[config.mk]
export PLATFORM = sky130hd
export DESIGN_NAME = board_access_arbiter
export DESIGN_NICKNAME = d
export VERILOG_FILES = /design/src/rtl/board_pkg.sv /design/src/rtl/board_access_arbiter.sv
export SDC_FILE = /design/constraint.sdc
export NUM_CORES = 1
export LEC_CHECK = 0
export ABC_AREA = 1
export BUFFER_PORTS_ARGS = -buffer_cell sky130_fd_sc_hd__buf_2
export CORE_MARGIN = 1
export CORE_UTILIZATION = 35
export CTS_BUF_LIST = sky130_fd_sc_hd__clkbuf_16
export DETAILED_ROUTE_END_ITERATION = 7
export HOLD_SLACK_MARGIN = 0.15
export PLACE_DENSITY_LB_ADDON = 0.15
export RECOVER_POWER = 25
export SLEW_MARGIN = 20
export SYNTH_ARGS = -nofsm -noshare
export SYNTH_HDL_FRONTEND = slang
export SYNTH_SLANG_ARGS = --single-unit
[constraint.sdc]
create_clock -name clk -period 3.1 [get_ports clk]
set_clock_uncertainty 0.15 [all_clocks]
set_input_delay 0.155 -clock clk [delete_from_list [all_inputs] [get_ports clk]]
set_output_delay 0.155 -clock clk [all_outputs]
set_load 0.02 [all_outputs]
[src/rtl/board_pkg.sv]
// Shared types and constants for the board cell RAM and its access arbiter.
//   BOARD_SIZE / CELL_COUNT : 10x10 board, valid cell indices are 0..99
//   cell_t / cell_addr_t    : one cell word and one cell index
//   owner_t                 : which requester a RAM read in flight belongs to
package board_pkg;

  localparam int BOARD_SIZE = 10;
  localparam int CELL_COUNT = BOARD_SIZE * BOARD_SIZE;
  localparam int CELL_W     = 16;
  localparam int ADDR_W     = 7;

  typedef logic [CELL_W-1:0] cell_t;
  typedef logic [ADDR_W-1:0] cell_addr_t;

  typedef enum logic [1:0] {
    OWN_NONE,
    OWN_RENDER,
    OWN_LOGIC
  } owner_t;

endpackage

[src/rtl/board_access_arbiter.sv]
// Shares the single-port, synchronous-read board cell RAM between the pixel
// renderer (priority) and the game logic (bounded wait, force-granted after
// MAX_WAIT lost cycles).
//
// Ports:
//   clk, reset_n                     pixel clock, async active-low reset
//   hdata, vdata                     scan position (vdata used only with
//                                    BOARD_TEAR_FREE_EN)
//   render_req/addr -> render_gnt    renderer read request, comb grant
//   render_rvalid/rdata              renderer read return (2-cycle latency)
//   logic_req/we/addr/wdata -> gnt   game-logic read/write request
//   logic_rvalid/rdata               game-logic read return
//   ram_en/we/addr/wdata, ram_rdata  registered RAM command, RAM read data
//
// Build option: define BOARD_TEAR_FREE_EN to restrict logic writes to the
// vertical blank (vdata >= V_ACTIVE).
module board_access_arbiter
  import board_pkg::*;
#(
  parameter int VGA_WIDTH = 12,
  parameter int CELL_W    = board_pkg::CELL_W,
  parameter int ADDR_W    = board_pkg::ADDR_W,
  parameter int MAX_WAIT  = 8,
  parameter int V_ACTIVE  = 480
) (
  input  logic                 clk,
  input  logic                 reset_n,
  input  logic [VGA_WIDTH-1:0] hdata,
  input  logic [VGA_WIDTH-1:0] vdata,
  input  logic                 render_req,
  input  logic [ADDR_W-1:0]    render_addr,
  output logic                 render_gnt,
  output logic                 render_rvalid,
  output logic [CELL_W-1:0]    render_rdata,
  input  logic                 logic_req,
  input  logic                 logic_we,
  input  logic [ADDR_W-1:0]    logic_addr,
  input  logic [CELL_W-1:0]    logic_wdata,
  output logic                 logic_gnt,
  output logic                 logic_rvalid,
  output logic [CELL_W-1:0]    logic_rdata,
  output logic                 ram_en,
  output logic                 ram_we,
  output logic [ADDR_W-1:0]    ram_addr,
  output logic [CELL_W-1:0]    ram_wdata,
  input  logic [CELL_W-1:0]    ram_rdata
);

  localparam int WAIT_W = $clog2(MAX_WAIT + 1);

  logic [WAIT_W-1:0] wait_cnt;
  logic              write_window, logic_ok, force_logic;
  logic              accept, acc_we, acc_in_range;
  logic [ADDR_W-1:0] acc_addr;
  owner_t            acc_owner;
  owner_t            owner_pipe [2:1];
  logic [2:1]        oor_pipe;
  logic [CELL_W-1:0] rd_word, render_hold, logic_hold;

`ifdef BOARD_TEAR_FREE_EN
  // Writes only land during vertical blank so a frame never shows a torn board.
  assign write_window = !logic_we || (vdata >= VGA_WIDTH'(V_ACTIVE));
  logic unused_scan;
  assign unused_scan = ^hdata;
`else
  assign write_window = 1'b1;
  logic unused_scan;
  assign unused_scan = ^{hdata, vdata};
`endif

  // A suppressed write still accumulates wait, but the force only fires
  // once the write is eligible again (logic_ok).
  assign logic_ok    = logic_req && write_window;
  assign force_logic = (wait_cnt == WAIT_W'(MAX_WAIT));
  assign render_gnt  = reset_n && render_req && !(logic_ok && force_logic);
  assign logic_gnt   = reset_n && logic_ok && (!render_req || force_logic);

  assign accept       = render_gnt || logic_gnt;
  assign acc_addr     = render_gnt ? render_addr : logic_addr;
  assign acc_we       = logic_gnt && logic_we;
  assign acc_in_range = (acc_addr < ADDR_W'(CELL_COUNT));

  always_comb begin
    acc_owner = OWN_NONE;
    if (render_gnt)                acc_owner = OWN_RENDER;
    else if (logic_gnt && !logic_we) acc_owner = OWN_LOGIC;
  end

  always_ff @(posedge clk or negedge reset_n) begin
    if (!reset_n) begin
      wait_cnt <= '0;
    end else if (!logic_req || logic_gnt) begin
      wait_cnt <= '0;
    end else if (!force_logic) begin
      wait_cnt <= wait_cnt + 1'b1;
    end
  end

  // Stage 1: RAM command. Out-of-range accesses keep ram_en low but still
  // travel down the owner pipe so a read gets its (zero) answer.
  always_ff @(posedge clk or negedge reset_n) begin
    if (!reset_n) begin
      ram_en        <= 1'b0;
      ram_we        <= 1'b0;
      ram_addr      <= '0;
      ram_wdata     <= '0;
      owner_pipe[1] <= OWN_NONE;
      oor_pipe[1]   <= 1'b0;
    end else begin
      ram_en        <= accept && acc_in_range;
      ram_we        <= acc_we && acc_in_range;
      owner_pipe[1] <= acc_owner;
      oor_pipe[1]   <= !acc_in_range;
      if (accept) ram_addr  <= acc_addr;
      if (acc_we) ram_wdata <= logic_wdata;
    end
  end

  // Stage 2: tag lines up with ram_rdata, which the RAM presents one cycle
  // after the command.
  always_ff @(posedge clk or negedge reset_n) begin
    if (!reset_n) begin
      owner_pipe[2] <= OWN_NONE;
      oor_pipe[2]   <= 1'b0;
    end else begin
      owner_pipe[2] <= owner_pipe[1];
      oor_pipe[2]   <= oor_pipe[1];
    end
  end

  assign rd_word       = oor_pipe[2] ? '0 : ram_rdata;
  assign render_rvalid = (owner_pipe[2] == OWN_RENDER);
  assign logic_rvalid  = (owner_pipe[2] == OWN_LOGIC);

  // Return data passes straight through in the valid cycle; otherwise each
  // side shows the last word it was handed.
  assign render_rdata = render_rvalid ? rd_word : render_hold;
  assign logic_rdata  = logic_rvalid  ? rd_word : logic_hold;

  always_ff @(posedge clk or negedge reset_n) begin
    if (!reset_n) begin
      render_hold <= '0;
      logic_hold  <= '0;
    end else begin
      if (render_rvalid) render_hold <= rd_word;
      if (logic_rvalid)  logic_hold  <= rd_word;
    end
  end

endmodule

; ---- Yosys cells after proc, flatten, opt, wreduce, memory -nomap -nowiden
; Index checks and enable logic that the tools add are counted.
[totals]
register_bits = 67
in_bits = 75
out_inout_bits = 61
[op_classes]
addsub = 1
order_cmp = 1
n_eq_ne = 4
muxes = 8
n_reduce_logical = 17
[op_table]
columns = cell, n
row1 = 16-bit 2-to-1 mux, 3
row2 = 1-bit logical AND, 9
row3 = 4-bit 2-to-1 mux, 2
row4 = "7-bit < comparator, second input constant", 1
row5 = 7-bit 2-to-1 mux, 1
row6 = 1-bit zero test, 5
row7 = "4-bit by 1-bit adder with 4-bit output, second input constant", 1
row8 = "4-bit == test, second input constant", 1
row9 = 2-bit 2-to-1 mux, 2
row10 = 1-bit logical OR, 3
row11 = "2-bit by 1-bit == test with 1-bit output, second input constant", 1
row12 = "2-bit == test, second input constant", 1
row13 = "2-bit by 1-bit inequality test with 1-bit output, second input constant", 1

; ---- Depth between registers and ports, before layout
; Gate-level depths: netlist (run 1).
[logic_depth]
word_depth = 7
ltp_mapped = 11
ltp_nobuf = 10

; ---- Least setup slack after synthesis (run 1)
; Ideal clock, no wire load.
[synth_timing]
path_type = reg-to-reg
start = register wait_cnt[0]
end = register ram_wdata[10]
setup_ns = 0.116
arrival_time_ns = 1.412
required_ns = 2.834
setup_slack_ns = 1.421
stages_incl_launch_ff = 11
period_less_slack_ns = 1.679
cell_sequence = dfrtp_1 inv_1 ha_1 nand3_2 nand2_2 nand2_4 nor2_8 nand2_4 buf_6 nand2_1 nand2_1
[synth_via]
elab_chain_cells = 4
[synth_rtl]
columns = element, line_no
row1 = "start, declared", board_access_arbiter.sv:51  ; logic [WAIT_W-1:0] wait_cnt;
row2 = "start signal, assigned", board_access_arbiter.sv:95  ; wait_cnt <= wait_cnt + 1'b1;
row3 = 4-bit == test, board_access_arbiter.sv:74  ; assign force_logic = (wait_cnt == WAIT_W'(MAX_WAIT));
row4 = 1-bit logical OR, board_access_arbiter.sv:76  ; assign logic_gnt = reset_n && logic_ok && (!render_req || force_logic);
row5 = 1-bit logical AND, board_access_arbiter.sv:76
row6 = named net logic_gnt, board_access_arbiter.sv:39  ; output logic logic_gnt,
row7 = 1-bit logical AND, board_access_arbiter.sv:80  ; assign acc_we = logic_gnt && logic_we;
row8 = "end signal, assigned", board_access_arbiter.sv:115  ; if (acc_we) ram_wdata <= logic_wdata;
row9 = "end, declared", board_access_arbiter.sv:45  ; output logic [CELL_W-1:0] ram_wdata,
; The timed path passes the listed nets, and every way through them passes these cells.
; A chain may end at the register's enable or synchronous reset.

; ---- Final worst setup path (run 1)
[layout_timing]
start = input reset_n
end = register ram_we
[layout_via]
elab_chain_cells = 5
[layout_rtl]
columns = element, line_no
row1 = "start, declared", board_access_arbiter.sv:27  ; input logic reset_n,
row2 = 1-bit logical AND (2 in a row), board_access_arbiter.sv:75  ; assign render_gnt = reset_n && render_req && !(logic_ok && force_logic);
row3 = 7-bit 2-to-1 mux, board_access_arbiter.sv:79  ; assign acc_addr = render_gnt ? render_addr : logic_addr;
row4 = 7-bit < comparator, board_access_arbiter.sv:81  ; assign acc_in_range = (acc_addr < ADDR_W'(CELL_COUNT));
row5 = 1-bit logical AND (*), board_access_arbiter.sv:111  ; ram_we <= acc_we && acc_in_range;
row6 = "end signal, assigned", board_access_arbiter.sv:111
row7 = "end, declared", board_access_arbiter.sv:43  ; output logic ram_we,
; Mark *: on every way between the ends. The rest lies on a longest branch, timed or not.

==> results.sh, run 1 <==
export IMPL_most_repeated_cell_in_the_gate_level_netlist_after_synthesis="nand2_1"
export IMPL_yosys_register_bits=67
export IMPL_slew_violations=0
export IMPL_hpwlAfterDp_mm=4.25
export IMPL_fp_coreArea_um2=7850
export IMPL_tritoncts_num_buffers=9
export IMPL_setup_violations_final=0
export IMPL_power_switching_share_pct=30.5
export IMPL_clk_pin_slew_worst_setup_hold_paths_ns=0.05
export IMPL_critical_path_reg2reg_startpoint="wait_cnt[0]"
export IMPL_ctsResizeCount=0
export IMPL_gr_usage_met2_pct=28.0
export IMPL_grt_setup_unrepaired="no"
export IMPL_layout_setup_ws_ns=0.260
export IMPL_ff_latch_area_um2=1680
export IMPL_startpoint_type="input pin"
export IMPL_post_route_drc_count=0
export IMPL_worstPathRequired_ns=3.15
export IMPL_multi_input_comb_area_um2=1000
export IMPL_synth_async_reset_ratio_pct=100
export IMPL_synthTopCellsByArea="dfrtp_1, mux2_2, nand2_1, inv_1, nor2_1"
export IMPL_grt_antenna_before_repair=0
export IMPL_ys_dominant_reg_cell="dfrtp_1"
export IMPL_power_share_sequential_pct=40.6
export IMPL_fmaxAchievable_mhz=352
export IMPL_pre_cts_slack_ns=1.28
export IMPL_antenna_violating_nets_post_route=0
export IMPL_ys_types=30
export IMPL_route_detailed_wl_per_inst_um=12.1
export IMPL_clock_power_share_pct=32.5
export IMPL_final_core_utilization_pct=55.9
export IMPL_cp_class="in2reg"
export IMPL_power_net_switching_mw=0.819
export IMPL_gp_routability_congestion=0.715
export IMPL_reg2reg_depth=10
export IMPL_irDropWorstVdd_mv=0.292
export IMPL_grt_max_degree=39
export IMPL_drtIter0Drc=28
export IMPL_critPathLaunch="reset_n"
export IMPL_area_delta_synth_final_pct=52.2
export IMPL_tritoncts_clock_tree="done"
export IMPL_critical_path_max_stage_delay_ns=0.58
export IMPL_max_cap_violation_count=0
export IMPL_post_cts_repair_setup_buffers=0
export IMPL_internal_power_mw=1.87
export IMPL_clock_insertion_delay_at_the_later_pin_of_the_skew_report_ns=0.32
export IMPL_post_synth_most_frequent_cells="nand2_1, dfrtp_1, inv_1, mux2_2, nor2_1"
export IMPL_die_y_um=92.8
export IMPL_worst_hold_path_num_cells=5
export IMPL_via_per_inst=4.33
export IMPL_combinationalPowerShare_pct=26.9
export IMPL_yosysSeqAreaShare_pct=58.1
export IMPL_cts_root_buf="clkbuf_16"
export IMPL_worstPathCellList="dlygate4sd3_1, buf_4, nand2_1, inv_2, nand2_4, nand2_1, nand2_1, dlygate4sd3_1, nand3_2, dlygate4sd3_1, a21oi_2"
export IMPL_synth_edf_count=0
export IMPL_synthesis_nets=346
export IMPL_htree_levels=3
export IMPL_period_needed_ns=2.84
export IMPL_final_hold_violation_count=0
export IMPL_initial_utilization_pct=36.8
export IMPL_worstHoldEndpoint="wait_cnt[2]"
export IMPL_die_w_um=92.8
export IMPL_relative_slew_slack_pct=57.1
export IMPL_area_enclosed_by_the_die_boundary_um2=8610
export IMPL_io_buffer_count=111
export IMPL_critical_path_endpoint_type="flip-flop"
export IMPL_num_io_pins=136
export IMPL_yosys_top_cell_area_share_pct=58.1
export IMPL_worstHoldPathType="in2reg"
export IMPL_arrival_ns=2.89
export IMPL_insertedDiodeCount=0
export IMPL_globalRoute_busiestLayer="met2"
export IMPL_synth_top_area_cell="dfrtp_1"
export IMPL_synth_yosys_warnings=0
export IMPL_total_routing_usage_gr_pct=16.8
export IMPL_tightest_slew_ns=0.643
export IMPL_floorplan_rows=32
export IMPL_routed_via_count=2408
export IMPL_result_of_the_run="finished clean"
export IMPL_hold_path_startpoint="render_req"
export IMPL_cpMaxStageDelayCell="dlygate4sd3_1"
export IMPL_syn_avg_cell_area_um2=10.7
export IMPL_vias_in_the_first_global_route=2459
export IMPL_postSynthCellCount=269
export IMPL_post_cts_hold_buffer_count=62
export IMPL_crit_fanout=33
export IMPL_fin_crit_share_pct=91.6
export IMPL_grtUsageMet3_pct=5.42
export IMPL_grt_use_met1_pct=20.5
export IMPL_route_final_wire_length_mm=6.73
export IMPL_fill_cells=718
export IMPL_final_nets=526
export IMPL_cts_num_sinks=67
export IMPL_power_density_cell_area_nw_per_um2=612
export IMPL_synth_cell_area_um2=2880
export IMPL_total_power_mw=2.68
export IMPL_r2r_slack_ns=0.27
export IMPL_global_route_overflow_total=0
export IMPL_p_leak_nw=2.36
export IMPL_detailedRoute_firstPassIterationCount=4
export IMPL_final_layout_size_suffix_gt1_share_pct=36.1
export IMPL_r2r_end="ram_we"
export IMPL_max_clock_path_buffers=2
export IMPL_finalSetupTns_ns=0
export IMPL_global_route_wire_length_before_repair_mm=11.3
## critical path: cells and delay by family
family	cells	cell delay, ns
AND/OR/NAND/NOR	5	0.46
AO/OA/AOI/OAI	1	0.05
buffers and inverters	5	2.22
## cell families after synthesis
family / Yosys count / share of synthesized area, %
adder cells (fa/ha/maj): 2 / 0.868
buffers and inverters: 43 / 7.20
XOR/XNOR: 2 / 0.607
multiplexers: 32 / 12.5
AND/OR/NAND/NOR: 110 / 18.0
flip-flops: 67 / 58.1
AO/OA/AOI/OAI: 13 / 2.65
## cells in the final DEF (no fill, tap or decap), types with 5 or more instances in the layout
| master | count |
|---|---|
| buf_2 | 94 |
| nand2_1 | 69 |
| dfrtp_1 | 67 |
| dlygate4sd3_1 | 62 |
| inv_1 | 33 |
| mux2_2 | 32 |
| nor2_1 | 19 |
| clkbuf_1 | 16 |
| clkbuf_16 | 9 |
| o21ai_1 | 5 |
## flip-flops by register name (all words and copies together), names as in the netlist
name / flops
owner_pipe: 4
ram_wdata: 16
render_hold: 16
ram_we: 1
ram_en: 1
oor_pipe: 2
ram_addr: 7
logic_hold: 16
wait_cnt: 4
## through the flow
step	hold slack, ns	area, um^2	std cells
final	0.156	4390	556
after global routing	0.197	4390	556
after CTS	0.157	4410	556
after detailed placement	-0.0119	3530	478
after global placement	-0.0120	3530	478
after floorplan	-0.291	2880	269
## power by group through the flow
stage | logic, mW | registers [mW] | clock network, mW
6_report | 0.723 | 1.09 | 0.872
5_1_grt | 0.789 | 1.11 | 0.952
3_3_place_gp | 0.641 | 1.10 | 0
2_1_floorplan | 0.354 | 1.16 | 0
3_5_place_dp | 0.649 | 1.10 | 0
4_1_cts | 0.737 | 1.09 | 0.899
## per-layer routing
layer	part of all wire (%)	vias to the layer above	wire (um)
met5	0	-	0
met4	0.91	0	61
met3	6.6	4	441
met2	48	83	3240
met1	44	1121	2990
li1	-	1200	-
## layout make-up
class	instances	area share, %
multi-input cells	159	22.8
inverters	36	3.25
clock inverters	7	0.827
clock buffers	9	5.13
repair buffers	176	26.9
flip-flops and latches	67	38.2
well taps	102	2.91
## worst max path at each step
stage                    endpoint  slack (ns)
global route               ram_we        0.08
global placement           ram_en        1.28
floorplan           ram_wdata[10]        1.42
detailed placement         ram_en        1.28
CTS                        ram_we        0.21
finish                     ram_we        0.26
Power figures use the tool's default switching activity.
==> run 2: changes to the inputs <==
--- a/config.mk
+++ b/config.mk
@@ -7,6 +7,8 @@
 export LEC_CHECK = 0
 export ABC_AREA = 1
 export BUFFER_PORTS_ARGS = -buffer_cell sky130_fd_sc_hd__buf_2
+export CAP_MARGIN = 20
+export CORE_ASPECT_RATIO = 0.9
 export CORE_MARGIN = 1
 export CORE_UTILIZATION = 35
 export CTS_BUF_LIST = sky130_fd_sc_hd__clkbuf_16
==> run 2 against run 1 <==
Net effect:
- the run now ends with DRC, capacitance limit, slew limit left
- final area fell by 1.4%
- global-route usage fell by 0.067 points
- worst hold slack improved by 0.0049 ns
- core utilization fell by 2.0 points
- sequential power barely moved
- clock-buffer cell count did not move
- highest routed layer unchanged
- combinational power fell by 4.1%
==> results.sh, run 2 (synthesized netlist as in run 1, its figures left out) <==
export IMPL_via_per_inst=4.32
export IMPL_grt_setup_unrepaired="no"
export IMPL_arrival_ns=2.40
export IMPL_cts_num_sinks=67
export IMPL_critPathLaunch="wait_cnt[0]"
export IMPL_finalSetupTns_ns=0
export IMPL_grt_max_degree=65
export IMPL_max_cap_violation_count=1
export IMPL_final_layout_size_suffix_gt1_share_pct=32.9
export IMPL_htree_levels=3
export IMPL_internal_power_mw=1.91
export IMPL_cpMaxStageDelayCell="dlygate4sd3_1"
export IMPL_final_cell_count_no_fill=546
export IMPL_p_leak_nw=2.30
export IMPL_detailedRoute_firstPassIterationCount=7
export IMPL_layout_setup_ws_ns=0.742
export IMPL_drtIter0Drc=63
export IMPL_power_share_sequential_pct=40.1
export IMPL_critical_path_n_buffers_inverters=3
export IMPL_routed_via_count=2358
export IMPL_crit_fanout=18
export IMPL_area_enclosed_by_the_die_boundary_um2=8610
export IMPL_clock_power_share_pct=34.4
export IMPL_tightest_slew_ns=1.56
export IMPL_clock_insertion_delay_at_the_later_pin_of_the_skew_report_ns=0.32
export IMPL_worstPathRequired_ns=3.15
export IMPL_crit_family="buffers and inverters"
export IMPL_startpoint_type="flip-flop"
export IMPL_cts_root_buf="clkbuf_16"
export IMPL_result_of_the_run="finished, violations left"
export IMPL_cp_class="reg2reg"
export IMPL_route_final_wire_length_mm=6.53
export IMPL_fp_coreArea_um2=8030
export IMPL_power_net_switching_mw=0.800
export IMPL_grt_antenna_before_repair=0
export IMPL_hpwlAfterDp_mm=4.22
export IMPL_total_routing_usage_gr_pct=16.8
export IMPL_dpl_cell_count=475
export IMPL_critical_path_reg2reg_startpoint="wait_cnt[0]"
export IMPL_insertedDiodeCount=0
export IMPL_power_density_cell_area_nw_per_um2=627
export IMPL_fmaxAchievable_mhz=424
export IMPL_grt_use_met1_pct=20.4
export IMPL_combinationalPowerShare_pct=25.5
export IMPL_max_clock_path_buffers=2
export IMPL_final_cell_mix="buf_2, nand2_1, dfrtp_1"
export IMPL_ctsResizeCount=0
export IMPL_die_y_um=88.1
export IMPL_post_route_drc_count=20
export IMPL_global_route_overflow_total=0
export IMPL_slew_violations=65
export IMPL_worstPathCellList="inv_1, ha_1, nand3_2, nand2_2, nand2_4, nor2_8, nand2_4, clkinv_4, nand2_1, nand2_1, dlygate4sd3_1"
export IMPL_final_common_cell="buf_2"
export IMPL_antenna_violating_nets_post_route=0
export IMPL_gp_routability_congestion=0.721
export IMPL_worstHoldPathType="in2reg"
export IMPL_grtUsageMet3_pct=6.23
export IMPL_critical_path_max_stage_delay_ns=0.55
export IMPL_tritoncts_clock_tree="done"
export IMPL_relative_slew_slack_pct=-3.81
export IMPL_route_detailed_wl_per_inst_um=12.0
export IMPL_fin_crit_share_pct=76.1
export IMPL_floorplan_rows=31
export IMPL_global_route_wire_length_before_repair_mm=11.1
export IMPL_hold_path_startpoint="render_req"
export IMPL_failed_checks="DRC, capacitance limit, slew limit"
export IMPL_fill_cells=739
export IMPL_period_needed_ns=2.36
export IMPL_tritoncts_num_buffers=9
export IMPL_num_io_pins=136
export IMPL_io_buffer_count=111
export IMPL_globalRoute_busiestLayer="met2"
export IMPL_irDropWorstVdd_mv=0.267
export IMPL_total_power_mw=2.71
export IMPL_area_delta_synth_final_pct=50.1
export IMPL_initial_utilization_pct=35.9
export IMPL_vias_in_the_first_global_route=2368
export IMPL_setup_violations_final=0
export IMPL_final_core_utilization_pct=53.9
export IMPL_die_w_um=97.7
export IMPL_power_switching_share_pct=29.5
export IMPL_critical_path_endpoint_type="flip-flop"
export IMPL_biggestRegsByFlops="logic_hold: 16 flops, ram_wdata: 16 flops, render_hold: 16 flops"
export IMPL_gr_usage_met2_pct=28.5
export IMPL_pre_cts_slack_ns=1.28
export IMPL_final_nets=521
export IMPL_clk_pin_slew_worst_setup_hold_paths_ns=0.05
export IMPL_final_hold_violation_count=0
-- run 2: cell types whose count changed in the layout (fill, tap and decap cells not counted), moves of 2 or more --
| cell | delta |
|---|---|
| buf_2 | -9 |
| buf_4 | -2 |
| clkbuf_1 | +10 |
| clkinv_1 | +2 |
| clkinv_2 | -3 |
| dlygate4sd3_1 | -5 |
| mux2_1 | +4 |
| mux2_2 | -4 |
-- run 2: layout make-up --
cell class	instances	area (um^2)	share of cell area [%]
multi-input combinational	159	1000	23.1
clock inverter	5	46.3	1.07
inverter	36	143	3.30
sequential	67	1680	38.7
clock buffer	9	225	5.20
timing repair buffer	171	1110	25.7
tap	99	124	2.86
-- run 2: worst paths after layout --
path | end | slack (ns) | depth (start not counted)
worst max register to register | ram_wdata[15] | 0.74 | 11
min in group asynchronous | wait_cnt[0] | 0.88 | 3
worst min register to register | oor_pipe[2] | 0.20 | 0
worst min-delay path | wait_cnt[3] | 0.16 | 5
max in group asynchronous | oor_pipe[1] | 0.85 | 3
worst max-delay path | ram_wdata[15] | 0.74 | 11
-- run 2: per-stage QoR --
stage	cell area, um^2	hold WS [ns]
finish	4330	0.161
global route	4330	0.203
CTS	4370	0.155
detailed placement	3520	-0.171
global placement	3520	-0.172
floorplan	2880	-0.291
-- run 2: repair_timing --
item / in CTS / in global routing
endpoints found under the hold margin: 130 / 0
hold buffers: 57 / 0
buffers inserted: 0 / 0
-- run 2: tightest hold or removal path: stages --
cell and delay (ns):
buf_2 0.10, nand2_2 0.06, nand2_4 0.09, nor2_8 0.05, nor3_1 0.12
-- run 2: power by group through the flow --
stage / registers, mW / clock network [mW] / logic, mW
finish: 1.09 / 0.933 / 0.693
global route: 1.11 / 1.01 / 0.764
floorplan: 1.16 / 0 / 0.354
global placement: 1.10 / 0 / 0.641
CTS: 1.09 / 0.967 / 0.720
detailed placement: 1.10 / 0 / 0.648
-- run 2: metal layers --
layer / routed length (um) / part of all wire, %
met5: 0 / 0
met4: 42 / 0.64
met3: 406 / 6.2
met2: 3170 / 49
met1: 2910 / 45
==> run 3: changes to the inputs <==
--- a/config.mk
+++ b/config.mk
@@ -5,7 +5,7 @@
 export SDC_FILE = /design/constraint.sdc
 export NUM_CORES = 1
 export LEC_CHECK = 0
-export ABC_AREA = 1
+export ABC_AREA = 0
 export BUFFER_PORTS_ARGS = -buffer_cell sky130_fd_sc_hd__buf_2
 export CAP_MARGIN = 20
 export CORE_ASPECT_RATIO = 0.9
==> constraint.sdc (replaced) <==
create_clock -name clk -period 2 [get_ports clk]
set_clock_uncertainty 0.15 [all_clocks]
set_input_delay 0.1 -clock clk [delete_from_list [all_inputs] [get_ports clk]]
set_output_delay 0.1 -clock clk [all_outputs]
set_load 0.02 [all_outputs]
==> run 3 against run 2 <==
Net effect:
- setup slack worse by 0.66 ns
- clock-buffer cell count stayed put
- via count is 8.7% higher
- first-iteration DRC count is 68% higher
- non-clock buffer count stayed put
- core utilization is 0.26 points higher
- highest routed layer unchanged
- the run ends with DRC left
- critical endpoint is now render_gnt
- synthesized cell count is 1.9% lower
- critical path depth is 6 lower
- area after synthesis is 0.35% higher
- global-route usage is 1.1 points higher
==> results.sh, run 3 <==
export IMPL_result_of_the_run="finished, violations left"
export IMPL_failed_checks="DRC"
export IMPL_grt_max_degree=43
export IMPL_power_share_sequential_pct=40.7
export IMPL_detailedRoute_firstPassIterationCount=6
export IMPL_die_w_um=97.9
export IMPL_most_repeated_cell_in_the_gate_level_netlist_after_synthesis="dfrtp_1"
export IMPL_final_layout_size_suffix_gt1_share_pct=31.9
export IMPL_clk_pin_slew_worst_setup_hold_paths_ns=0.05
export IMPL_critical_path_reg2reg_startpoint="wait_cnt[0]"
export IMPL_final_cell_mix="buf_2, dfrtp_1, dlygate4sd3_1"
export IMPL_yosys_top_cell_area_share_pct=57.9
export IMPL_arrival_ns=1.67
export IMPL_post_route_drc_count=16
export IMPL_fill_cells=740
export IMPL_reg2reg_depth=6
export IMPL_critical_path_max_stage_delay_ns=0.40
export IMPL_area_enclosed_by_the_die_boundary_um2=8640
export IMPL_antenna_violating_nets_post_route=0
export IMPL_relative_slew_slack_pct=31.6
export IMPL_critical_path_endpoint_type="output port"
export IMPL_final_hold_violation_count=0
export IMPL_yosysSeqAreaShare_pct=57.9
export IMPL_cts_num_sinks=67
export IMPL_initial_utilization_pct=36.0
export IMPL_synth_top_area_cell="dfrtp_1"
export IMPL_drtIter0Drc=106
export IMPL_post_cts_repair_setup_buffers=0
export IMPL_insertedDiodeCount=0
export IMPL_worstPathRequired_ns=1.75
export IMPL_worstPathCellList="inv_1, ha_2, and4b_2, nor2_4, buf_2"
export IMPL_tightest_slew_ns=1.03
export IMPL_power_density_cell_area_nw_per_um2=950
export IMPL_tritoncts_clock_tree="done"
export IMPL_postSynthCellCount=264
export IMPL_setup_violations_final=0
export IMPL_post_synth_most_frequent_cells="dfrtp_1, nand2_1, o21ai_0"
export IMPL_power_net_switching_mw=1.31
export IMPL_max_clock_path_buffers=2
export IMPL_synth_async_reset_ratio_pct=100
export IMPL_io_buffer_count=111
export IMPL_htree_levels=3
export IMPL_clock_insertion_delay_at_the_later_pin_of_the_skew_report_ns=0.33
export IMPL_synth_cell_area_um2=2890
export IMPL_biggestRegsByFlops="logic_hold: 16 flops, ram_wdata: 16 flops, render_hold: 16 flops"
export IMPL_ys_types=35
export IMPL_worstHoldPathType="reg2reg"
export IMPL_cts_root_buf="clkbuf_16"
export IMPL_num_io_pins=136
export IMPL_floorplan_rows=31
export IMPL_ys_dominant_reg_cell="dfrtp_1"
export IMPL_hold_path_startpoint="oor_pipe[1]"
export IMPL_total_power_mw=4.13
export IMPL_route_final_wire_length_mm=7.21
export IMPL_power_switching_share_pct=31.6
export IMPL_via_per_inst=4.79
export IMPL_routed_via_count=2564
export IMPL_fmaxAchievable_mhz=522
export IMPL_combinationalPowerShare_pct=25.0
export IMPL_yosys_register_bits=67
export IMPL_cp_class="reg2out"
export IMPL_irDropWorstVdd_mv=0.451
export IMPL_synth_yosys_warnings=0
export IMPL_area_delta_synth_final_pct=50.3
export IMPL_vias_in_the_first_global_route=2549
export IMPL_grt_antenna_before_repair=0
export IMPL_worst_hold_path_num_cells=0
export IMPL_final_core_utilization_pct=54.2
export IMPL_synth_edf_count=0
export IMPL_crit_fanout=9
export IMPL_internal_power_mw=2.83
export IMPL_cpMaxStageDelayCell="dfrtp_1"
export IMPL_synthTopCellsByArea="dfrtp_1, o21ai_0, mux2_4, nand2_1, nand2b_1"
export IMPL_final_common_cell="buf_2"
export IMPL_worstHoldEndpoint="oor_pipe[2]"
export IMPL_total_routing_usage_gr_pct=17.8
export IMPL_fin_crit_share_pct=95.8
export IMPL_route_detailed_wl_per_inst_um=13.5
export IMPL_syn_avg_cell_area_um2=11.0
export IMPL_r2r_end="ram_wdata[5]"
export IMPL_r2r_slack_ns=0.20
export IMPL_period_needed_ns=1.92
export IMPL_p_leak_nw=2.07
export IMPL_startpoint_type="flip-flop"
export IMPL_final_nets=508
export IMPL_slew_violations=0
export IMPL_synthesis_nets=341
export IMPL_hpwlAfterDp_mm=4.53
export IMPL_die_y_um=88.3
export IMPL_global_route_wire_length_before_repair_mm=11.9
export IMPL_gp_routability_congestion=0.775
export IMPL_tritoncts_num_buffers=9
export IMPL_global_route_overflow_total=0
export IMPL_max_cap_violation_count=0
export IMPL_fp_coreArea_um2=8030
export IMPL_clock_power_share_pct=34.4
==> run 3: how the worst max path moves through the flow <==
stage                      startpoint      endpoint
after detailed placement  wait_cnt[0]  ram_wdata[1]
after CTS                 wait_cnt[0]     logic_gnt
after floorplan           wait_cnt[0]   oor_pipe[1]
final                     wait_cnt[0]    render_gnt
after global placement    wait_cnt[0]        ram_we
after global routing          reset_n   wait_cnt[0]
==> run 3: layout make-up <==
class,instances,area (um^2),area share [%]
repair buffers,171,1120,25.7
inverters,5,18.8,0.432
flip-flops and latches,67,1680,38.6
clock inverters,7,42.5,0.978
well taps,99,124,2.85
multi-input cells,177,1140,26.3
clock buffers,9,225,5.18
==> run 3: power by group through the flow <==
stage,Clock [mW],Sequential (mW),Combinational (mW)
after global routing,1.52,1.71,1.14
final,1.42,1.68,1.03
after floorplan,0,1.81,0.492
after detailed placement,0,1.70,0.980
after global placement,0,1.69,0.969
after CTS,1.46,1.68,1.06
==> run 3: cells by family after synthesis <==
kind of cell | after synthesis | share of synthesized area [%]
AND/OR/NAND/NOR | 105 | 19.2
flip-flops | 67 | 57.9
AO/OA/AOI/OAI | 51 | 10.2
adder cells (fa/ha/maj) | 2 | 0.865
XOR/XNOR | 2 | 0.605
multiplexers | 17 | 7.74
buffers and inverters | 20 | 3.46
==> run 3: timing repair <==
| action | 4_1_cts | 5_1_grt |
|---|---|---|
| setup endpoints to repair | 2 | 6 |
| endpoints found under the hold margin | 130 | 0 |
| gates resized for setup | 5 | 7 |
| hold buffers | 52 | 0 |
==> run 3: stage by stage <==
| stage | TNS (ns) | cells | hold WS (ns) | cell area, um^2 | worst slack, ns |
|---|---|---|---|---|---|
| 2_1_floorplan | 0 | 264 | -0.346 | 2890 | 0.174 |
| 3_3_place_gp | 0 | 467 | -0.180 | 3570 | 0.218 |
| 3_5_place_dp | 0 | 467 | -0.175 | 3570 | 0.198 |
| 4_1_cts | 0 | 535 | 0.199 | 4370 | 0.00278 |
| 5_1_grt | -0.00248 | 535 | 0.206 | 4350 | -0.00248 |
| 6_report | 0 | 535 | 0.199 | 4350 | 0.0841 |
==> run 3: worst max-delay path: cells and delay by family, from the launching register on <==
| family | cells | cell delay [ns] |
|---|---|---|
| and+or+nand+nor | 2 | 0.46 |
| adders and majority gates | 1 | 0.21 |
| DFF | 1 | 0.40 |
| buffers and inverters | 2 | 0.26 |
==> run 3: per-layer routing <==
metal  up-vias  GRT usage, %  wire (um)
li1       1249             -          -
met1      1230          22.2       3260
met2        73          29.3       3500
met3        12          4.90        342
met4         0          8.26        116
met5         -             0          0
